`src/rtl/cam_cfg_seq.sv`:
```
`default_nettype none
// ============================================================================
// Module      : cam_cfg_seq
// Description : Camera register-configuration sequencer. After reset it waits
//               for sensor power-up, then walks a register LUT and issues each
//               entry to an SCCB master over a req/done handshake. Entries whose
//               address byte is 8'hFF are delay markers (no bus transaction).
//               When the table is written, cfg_done rises and enables capture.
// Optional    : define CAM_CFG_READBACK_EN to read back each written register
//               (except NOCHK_ADDR), retry up to RETRY_MAX times on mismatch,
//               and stop in an error state when retries run out.
// Ports       : clk_i        system clock
//               rst_ni       asynchronous active-low reset
//               cfg_start_i  restart pulse (honoured in IDLE/DONE/ERR)
//               lut_addr_o   LUT index (registered)
//               lut_data_i   LUT entry {reg_addr, reg_data}, 1 cycle latency
//               req_o        SCCB request level
//               req_cmd_o    0 = write, 1 = read
//               req_addr_o   register address
//               req_wdata_o  write data
//               done_i       SCCB completion pulse
//               rdata_i      read data, valid with done_i on a read
//               cfg_busy_o   sequence in progress
//               cfg_done_o   table fully written
//               cfg_err_o    readback failure, sticky until restart
// Revision    : 1.0 - initial release
// ============================================================================
module cam_cfg_seq #(
  parameter int unsigned REG_NUM    = 52,
  parameter int unsigned PWR_DLY    = 1_000_000,
  parameter int unsigned SW_DLY     = 50_000,
  parameter int unsigned RETRY_MAX  = 3,
  parameter logic [7:0]  NOCHK_ADDR = 8'h12
) (
  input  logic        clk_i,
  input  logic        rst_ni,
  input  logic        cfg_start_i,
  output logic [7:0]  lut_addr_o,
  input  logic [15:0] lut_data_i,
  output logic        req_o,
  output logic        req_cmd_o,
  output logic [7:0]  req_addr_o,
  output logic [7:0]  req_wdata_o,
  input  logic        done_i,
  input  logic [7:0]  rdata_i,
  output logic        cfg_busy_o,
  output logic        cfg_done_o,
  output logic        cfg_err_o
);

  // One counter serves both the power-up wait and delay-marker waits.
  localparam int unsigned PWR_W = $clog2(PWR_DLY + 1);
  localparam int unsigned SW_W  = $clog2(SW_DLY + 1);
  localparam int unsigned CNT_W = (PWR_W > SW_W) ? PWR_W : SW_W;
  localparam logic [CNT_W-1:0] PWR_LAST = CNT_W'(PWR_DLY - 1);
  localparam logic [CNT_W-1:0] SW_LAST  = CNT_W'(SW_DLY - 1);
  localparam logic [CNT_W-1:0] CNT_ONE  = CNT_W'(1);
  localparam logic [7:0]       IDX_LAST = 8'(REG_NUM - 1);
  localparam logic [7:0]       DLY_MARK = 8'hFF;

  typedef enum logic [3:0] {
    S_IDLE     = 4'd0,
    S_PWR_WAIT = 4'd1,
    S_FETCH    = 4'd2,
    S_LOAD     = 4'd3,
    S_WAIT_DLY = 4'd4,
    S_WRITE    = 4'd5,
    S_READ     = 4'd6,
    S_CHECK    = 4'd7,
    S_NEXT     = 4'd8,
    S_DONE     = 4'd9,
    S_ERR      = 4'd10
  } state_e;

  state_e           state_q, state_d;
  logic [7:0]       idx_q, idx_d;
  logic [7:0]       lut_addr_q, lut_addr_d;
  logic [CNT_W-1:0] cnt_q, cnt_d;
  logic             req_q, req_d;
  logic [7:0]       req_addr_q, req_addr_d;
  logic [7:0]       req_wdata_q, req_wdata_d;
  logic             cfg_done_q, cfg_done_d;
  logic             cfg_busy_q, cfg_busy_d;
  logic             restart;

`ifdef CAM_CFG_READBACK_EN
  localparam int unsigned RTRY_W = (RETRY_MAX > 0) ? $clog2(RETRY_MAX + 1) : 1;
  localparam logic [RTRY_W-1:0] RTRY_MAX_C = RTRY_W'(RETRY_MAX);
  localparam logic [RTRY_W-1:0] RTRY_ONE   = RTRY_W'(1);

  logic              req_cmd_q, req_cmd_d;
  logic              cfg_err_q, cfg_err_d;
  logic [RTRY_W-1:0] retry_q, retry_d;
  logic [7:0]        rdata_q, rdata_d;
`endif

  assign restart = cfg_start_i &&
                   ((state_q == S_IDLE) || (state_q == S_DONE) || (state_q == S_ERR));

  always_comb begin
    state_d     = state_q;
    idx_d       = idx_q;
    lut_addr_d  = lut_addr_q;
    cnt_d       = cnt_q;
    req_d       = req_q;
    req_addr_d  = req_addr_q;
    req_wdata_d = req_wdata_q;
    cfg_done_d  = cfg_done_q;
`ifdef CAM_CFG_READBACK_EN
    req_cmd_d   = req_cmd_q;
    cfg_err_d   = cfg_err_q;
    retry_d     = retry_q;
    rdata_d     = rdata_q;
`endif

    case (state_q)
      S_IDLE: begin
        state_d = S_PWR_WAIT;
        cnt_d   = '0;
      end
      S_PWR_WAIT: begin
        if (cnt_q == PWR_LAST) begin
          state_d    = S_FETCH;
          idx_d      = 8'd0;
          lut_addr_d = 8'd0;
        end else begin
          cnt_d = cnt_q + CNT_ONE;
        end
      end
      // lut_addr already holds the index here; the ROM registers it at the
      // end of this cycle so the entry is valid during LOAD.
      S_FETCH: state_d = S_LOAD;
      S_LOAD: begin
        if (lut_data_i[15:8] == DLY_MARK) begin
          state_d = S_WAIT_DLY;
          cnt_d   = '0;
        end else begin
          state_d     = S_WRITE;
          req_d       = 1'b1;
          req_addr_d  = lut_data_i[15:8];
          req_wdata_d = lut_data_i[7:0];
`ifdef CAM_CFG_READBACK_EN
          req_cmd_d   = 1'b0;
          retry_d     = '0;
`endif
        end
      end
      S_WAIT_DLY: begin
        if (cnt_q == SW_LAST) begin
          state_d = S_NEXT;
        end else begin
          cnt_d = cnt_q + CNT_ONE;
        end
      end
      S_WRITE: begin
        if (req_q && done_i) begin
          req_d   = 1'b0;
          state_d = S_NEXT;
`ifdef CAM_CFG_READBACK_EN
          if (req_addr_q != NOCHK_ADDR) begin
            state_d   = S_READ;
            req_cmd_d = 1'b1;
          end
`endif
        end
      end
`ifdef CAM_CFG_READBACK_EN
      // First READ cycle has req low to keep an idle gap after the write.
      S_READ: begin
        if (!req_q) begin
          req_d = 1'b1;
        end else if (done_i) begin
          req_d   = 1'b0;
          rdata_d = rdata_i;
          state_d = S_CHECK;
        end
      end
      S_CHECK: begin
        if (rdata_q == req_wdata_q) begin
          retry_d = '0;
          state_d = S_NEXT;
        end else if (retry_q < RTRY_MAX_C) begin
          retry_d   = retry_q + RTRY_ONE;
          req_cmd_d = 1'b0;
          req_d     = 1'b1;
          state_d   = S_WRITE;
        end else begin
          cfg_err_d = 1'b1;
          state_d   = S_ERR;
        end
      end
      S_ERR: state_d = S_ERR;
`endif
      S_NEXT: begin
        if (idx_q == IDX_LAST) begin
          state_d    = S_DONE;
          cfg_done_d = 1'b1;
        end else begin
          idx_d      = idx_q + 8'd1;
          lut_addr_d = idx_q + 8'd1;
          state_d    = S_FETCH;
        end
      end
      S_DONE:  state_d = S_DONE;
      default: state_d = S_IDLE;
    endcase

    // A restart skips the power-up wait: the sensor is already powered.
    if (restart) begin
      state_d    = S_FETCH;
      idx_d      = 8'd0;
      lut_addr_d = 8'd0;
      cfg_done_d = 1'b0;
`ifdef CAM_CFG_READBACK_EN
      cfg_err_d  = 1'b0;
      retry_d    = '0;
`endif
    end

    cfg_busy_d = !((state_d == S_IDLE) || (state_d == S_DONE) || (state_d == S_ERR));
  end

  always_ff @(posedge clk_i or negedge rst_ni) begin
    if (!rst_ni) begin
      state_q     <= S_IDLE;
      idx_q       <= 8'd0;
      lut_addr_q  <= 8'd0;
      cnt_q       <= '0;
      req_q       <= 1'b0;
      req_addr_q  <= 8'd0;
      req_wdata_q <= 8'd0;
      cfg_done_q  <= 1'b0;
      cfg_busy_q  <= 1'b0;
`ifdef CAM_CFG_READBACK_EN
      req_cmd_q   <= 1'b0;
      cfg_err_q   <= 1'b0;
      retry_q     <= '0;
      rdata_q     <= 8'd0;
`endif
    end else begin
      state_q     <= state_d;
      idx_q       <= idx_d;
      lut_addr_q  <= lut_addr_d;
      cnt_q       <= cnt_d;
      req_q       <= req_d;
      req_addr_q  <= req_addr_d;
      req_wdata_q <= req_wdata_d;
      cfg_done_q  <= cfg_done_d;
      cfg_busy_q  <= cfg_busy_d;
`ifdef CAM_CFG_READBACK_EN
      req_cmd_q   <= req_cmd_d;
      cfg_err_q   <= cfg_err_d;
      retry_q     <= retry_d;
      rdata_q     <= rdata_d;
`endif
    end
  end

  assign lut_addr_o  = lut_addr_q;
  assign req_o       = req_q;
  assign req_addr_o  = req_addr_q;
  assign req_wdata_o = req_wdata_q;
  assign cfg_done_o  = cfg_done_q;
  assign cfg_busy_o  = cfg_busy_q;

`ifdef CAM_CFG_READBACK_EN
  assign req_cmd_o = req_cmd_q;
  assign cfg_err_o = cfg_err_q;
`else
  // Without readback the bus is write-only and no error can occur.
  logic [7:0] unused_readback;
  assign unused_readback = rdata_i ^ NOCHK_ADDR ^ 8'(RETRY_MAX);
  assign req_cmd_o = 1'b0;
  assign cfg_err_o = 1'b0;
`endif

endmodule
`default_nettype wire

```
`config.mk`:
```
export PLATFORM = sky130hd
export DESIGN_NAME = cam_cfg_seq
export DESIGN_NICKNAME = d
export VERILOG_FILES = /design/src/rtl/cam_cfg_seq.sv
export SDC_FILE = /design/constraint.sdc
export NUM_CORES = 1
export LEC_CHECK = 0
export ABC_AREA = 0
export CORE_ASPECT_RATIO = 0.8
export CORE_MARGIN = 8
export CORE_UTILIZATION = 32
export DETAILED_ROUTE_END_ITERATION = 16
export PLACE_DENSITY = 0.66
export SYNTH_ARGS = -nofsm -noshare
export SYNTH_HDL_FRONTEND = slang
export SYNTH_SLANG_ARGS = --single-unit
```
`constraint.sdc`:
```
create_clock -name clk_i -period 2.2 [get_ports clk_i]
set_input_delay 0.22 -clock clk_i [delete_from_list [all_inputs] [get_ports clk_i]]
set_output_delay 0.22 -clock clk_i [all_outputs]
set_load 0.02 [all_outputs]
```
* After elaboration in Yosys (flattened, before gate mapping)
Cells that the tools add are included. W data, S select, Z words.
Storage, ports and cells: logic and storage cells 72, output and inout bits 29, input port bits 28, bits in registers 51
Cells by class: reduce and logical (&&, ||, !) cells 19, muxes and demuxes 21, bitwise gates (word level) 1, equal/unequal tests 21, add/sub/neg operators 2
Operators by type and width (count):
- $pmux W20 S4 | 1
- $mux W20 | 3
- $pmux W4 S8 | 1
- $mux W8 | 3
- $add A20 B1 Y20 const B | 1
- $eq A20 B16 Y1 const B | 1
- $eq A20 B20 Y1 const B | 1
- $eq A4 B4 Y1 const B | 5
- $mux W4 | 5
- $pmux W8 S2 | 1
- $ne A2 B2 Y1 const B | 5
- $add A8 B1 Y8 const B | 1
- $eq A4 B2 Y1 const B | 2
- $eq A4 B3 Y1 const B | 2
- $eq A8 B6 Y1 const B | 1
- $eq A8 B8 Y1 const B | 1
- $logic_not A4 Y1 | 2
- $mux W1 | 6
- $ne A3 B3 Y1 const B | 2
- $reduce_and A3 Y1 | 2
- $reduce_bool A2 Y1 | 3
- $eq A4 B1 Y1 const B | 1
- $logic_or A1 B1 Y1 | 4
- $reduce_and A2 Y1 | 2
- 7 further kinds | 8

* Longest topological paths before layout
depth after elaboration 9, mapped depth 8, gate-level depth less buffers 7

* Worst setup path after synthesis
No wires, ideal clock.
path kind register to register, start point reg cnt_q[0], end point reg cnt_q[15], data arrival time 1.923 ns, data required time 2.108 ns, setup slack 0.185 ns, cell stages (with the launch flop) 9, path through dfrtp_1 ha_1 and3_1 nand3_1 nor4_1 or3_1 buf_2 or2_1 o31ai_2
Between the ends: cells in the longest elaborated chain, start to end 3, elaborated cells on any way between the ends 9
RTL lines:
- start, declared | line 78 | logic [CNT_W-1:0] cnt_q, cnt_d;
- start signal, assigned | line 244 | cnt_q <= cnt_d;
- $add A20 B1 Y20, or another cell as far along | line 127, 152
- $mux W20, or another cell as far along | line 149 | if (cnt_q == SW_LAST) begin
- $pmux W20 S4 or $reduce_and A4 Y1 (tied branches)
Parallel ways exist; a longest one is shown, timed or not. The select of a mux whose other input is x is not followed. A chain may end at the register's enable or synchronous reset.

* Worst setup path in the final report
start point reg cnt_q[0], end point reg cnt_q[7]
The elaborated chain is that of the path after synthesis.

==> flow_summary.yaml <==
run_status:
  status: "completed"
yosys:
  postSynthAreaPerCell_um2: 9.66
  ys_seq_elements: 51
  ys_seq_area_share_pct: 46.9
  synth_area_leaders: "dfrtp_1 (47%), mux2_1 (3.7%), o21ai_1 (3.7%)"
  synth_cell_types: 50
  synth_area_um2: 2720
  synth_edf_count: 0
  synth_top_flop_cell: "dfrtp_1"
  synth_fa_ha_area_share_pct: 0.919
  async_flop_share_pct: 100
  yosys.area_share.simple_pct: 19.7
  syn_inst: 282
  yosysWarnings: 0
  synthMuxAreaShare_pct: 6.61
  synth_compound_area_share_pct: 20.8
  netlist.area_leader.share_pct: 46.9
  synth_top_family_by_area: "compound AO/OA/AOI/OAI gates"
  synth_top_area_cell: "dfrtp_1"
  synth_xor_xnor_area_share_pct: 0.643
final_layout:
  layout_commonest_cell: "dfrtp_1"
  finish.net_count: 394
  regArea_um2: 1280
  syn_to_final_growth_pct: 35.8
  layout_common_cells: "dfrtp_1 (51), clkdlybuf4s50_1 (45), buf_4 (43)"
  drive_above_1_share_pct: 18.9
  multi_input_area_um2: 1380
  fin_cells: 477
  fill_cells: 808
  diodes: 0
worst_setup_path:
  critical_path.top_delay_family: "simple AND/OR/NAND/NOR gates"
  cp.required_ps: 2380
  worst_path_most_repeated_cell: "buf_4"
  critPathKind: "reg2reg"
  cpPeakStageDelay_ps: 390
  path_buf_inv: 2
  arrival_ps: 2270
  startpoint_type: "register"
  endpoint_kind: "register"
  worstPathMaxFanout: 10
  crit_path_top_delay_cell: "dfrtp_1"
  path_cells: "ha_1 > and3_1 > nand3_2 > nor4_4 > or3_1 > buf_4 > buf_4 > o41ai_1"
floorplanning:
  die_w_um: 119
  initial_core_util_pct: 32.5
  die_h_um: 98.5
  num_rows: 30
  dieArea_um2: 11700
  ios: 57
  coreArea_um2: 8370
drt:
  viasPerCell: 5.13
  drt_pass1_iterations: 4
  drtIter0Drc: 107
  ant_nets: 0
  route.detailed.drc: 0
  via_count: 2446
  wl_um: 6740
  avgRoutedWirePerCell_um: 14.1
placement:
  gp_congestion: 0.878
  hpwlAfterDp_um: 5170
  numPortBuffers: 46
  dp.cells: 468
global_routing:
  grt_pass1_wl_um: 11800
  grt_usage_pct: 11.8
  grt_pass1_vias: 2420
  antenna_found_initial: 0
  grt_max_degree: 24
  grt_overflow_total: 0
clocking:
  cts.sinks: 51
  root_buffer: "clkbuf_8"
  cts_buffers: 5
  cts_setup_buffers: 0
  cts_buffer_depth: 2
  clkLatencyLatePin_ps: 300
  path_clk_slew_ps: 80
  cts_htree_levels: 2
  cts_tree: "built"
timing:
  timing.final.crit_share_pct: 95.0
  min_period_ps: 2090
  setup_viol: 0
  hold-worst-slack_ps: 435
  fmax_mhz: 479
  timing.setup.tns_ps: 0
  finalMaxSlewViolations: 0
  relSlewSlack_pct: 64.1
  skew_ps: 4.85
  grt_setup_unrepaired: "false"
  hold_viol: 0
  worstMarginPinSlew_ps: 539
power:
  power.density_nw_per_um2: 1140
  peakVddDrop_mv: 0.582
  leakagePower_nw: 1.55
  total_power_mw: 4.23
min_path:
  hp-class: "in2async"
run:
  maxCapViolCount: 0
[path summary, 6_finish.rpt]
path	start	endpoint	slack [ps]	depth (start not counted)
max reg2reg	cnt_q[0]$_DFFE_PN0P_	cnt_q[7]$_DFFE_PN0P_	110	8
min	rst_ni	cnt_q[0]$_DFFE_PN0P_	440	2
max	cnt_q[0]$_DFFE_PN0P_	cnt_q[7]$_DFFE_PN0P_	110	8
min in group clk_i	req_addr_o[3]$_DFFE_PN0P_	req_addr_o[3]$_DFFE_PN0P_	500	1
max in group asynchronous	rst_ni	lut_addr_o[7]$_DFFE_PN0P_	1160	3
min reg2reg	req_addr_o[3]$_DFFE_PN0P_	req_addr_o[3]$_DFFE_PN0P_	500	1
[cells in the mapped netlist, types with 7 or more instances]
library cell	n
a21oi_1	16
a31oi_1	7
nand2_1	16
nor2_1	21
buf_2	7
and3_1	7
mux2_1	9
dfrtp_1	51
mux2_2	7
nand4_1	8
o21ai_1	20
inv_1	9
nand3_1	12
o31ai_1	11
[sequential cells by signal, summed over array words and instances (netlist names)]
signal / cells
state_q: 4
cfg_busy_o: 1
req_addr_o: 8
cfg_done_o: 1
req_wdata_o: 8
req_o: 1
lut_addr_o: 8
cnt_q: 20
[stage by stage]
stage               util (%)  setup slack (ps)  instance area, um2
finish                  44.2               110                3700
detailed placement      42.6              8.17                3570
CTS                     43.8              59.0                3660
floorplan                  -               185                2730
global route            44.2              2.66                3700
global placement        42.6             -3.50                3570
[cell type report]
type	count	area share (%)
clock inverters	1	0.135
repair buffers	90	21.3
multi-input cells	206	37.2
well taps	112	3.79
flip-flops and latches	51	34.5
inverters	10	1.01
clock buffers	7	2.06
[timing repair]
item / 4_1_cts / 5_1_grt
endpoints found under the hold margin: 21 / 0
hold buffers: 1 / 0
gates resized for setup: 1 / 5
cloned: 0 / 0
endpoints found under the setup margin: 6 / 23
pin swaps: 0 / 3
[cells by family after synthesis]
group	Yosys count
simple gates	100
compound gates	84
fa+ha+maj	2
flops	51
other cells	1
buf+inv	26
xor+xnor	2
mux	16
[where the power goes]
group | leakage, nW | internal, mW | switching (mW)
Combinational | 0.844 | 1.11 | 1.22
Clock | 0.0422 | 0.224 | 0.290
Sequential | 0.662 | 1.19 | 0.186
[routing by layer]
layer	vias to the layer above	global-route usage, %	wire, um
met4	0	3.30	47
met2	62	17.7	2900
met5	-	0	0
met3	2	3.26	407
li1	1210	-	-
met1	1172	16.1	3380
Note: power is estimated with default switching activity, not from simulation.
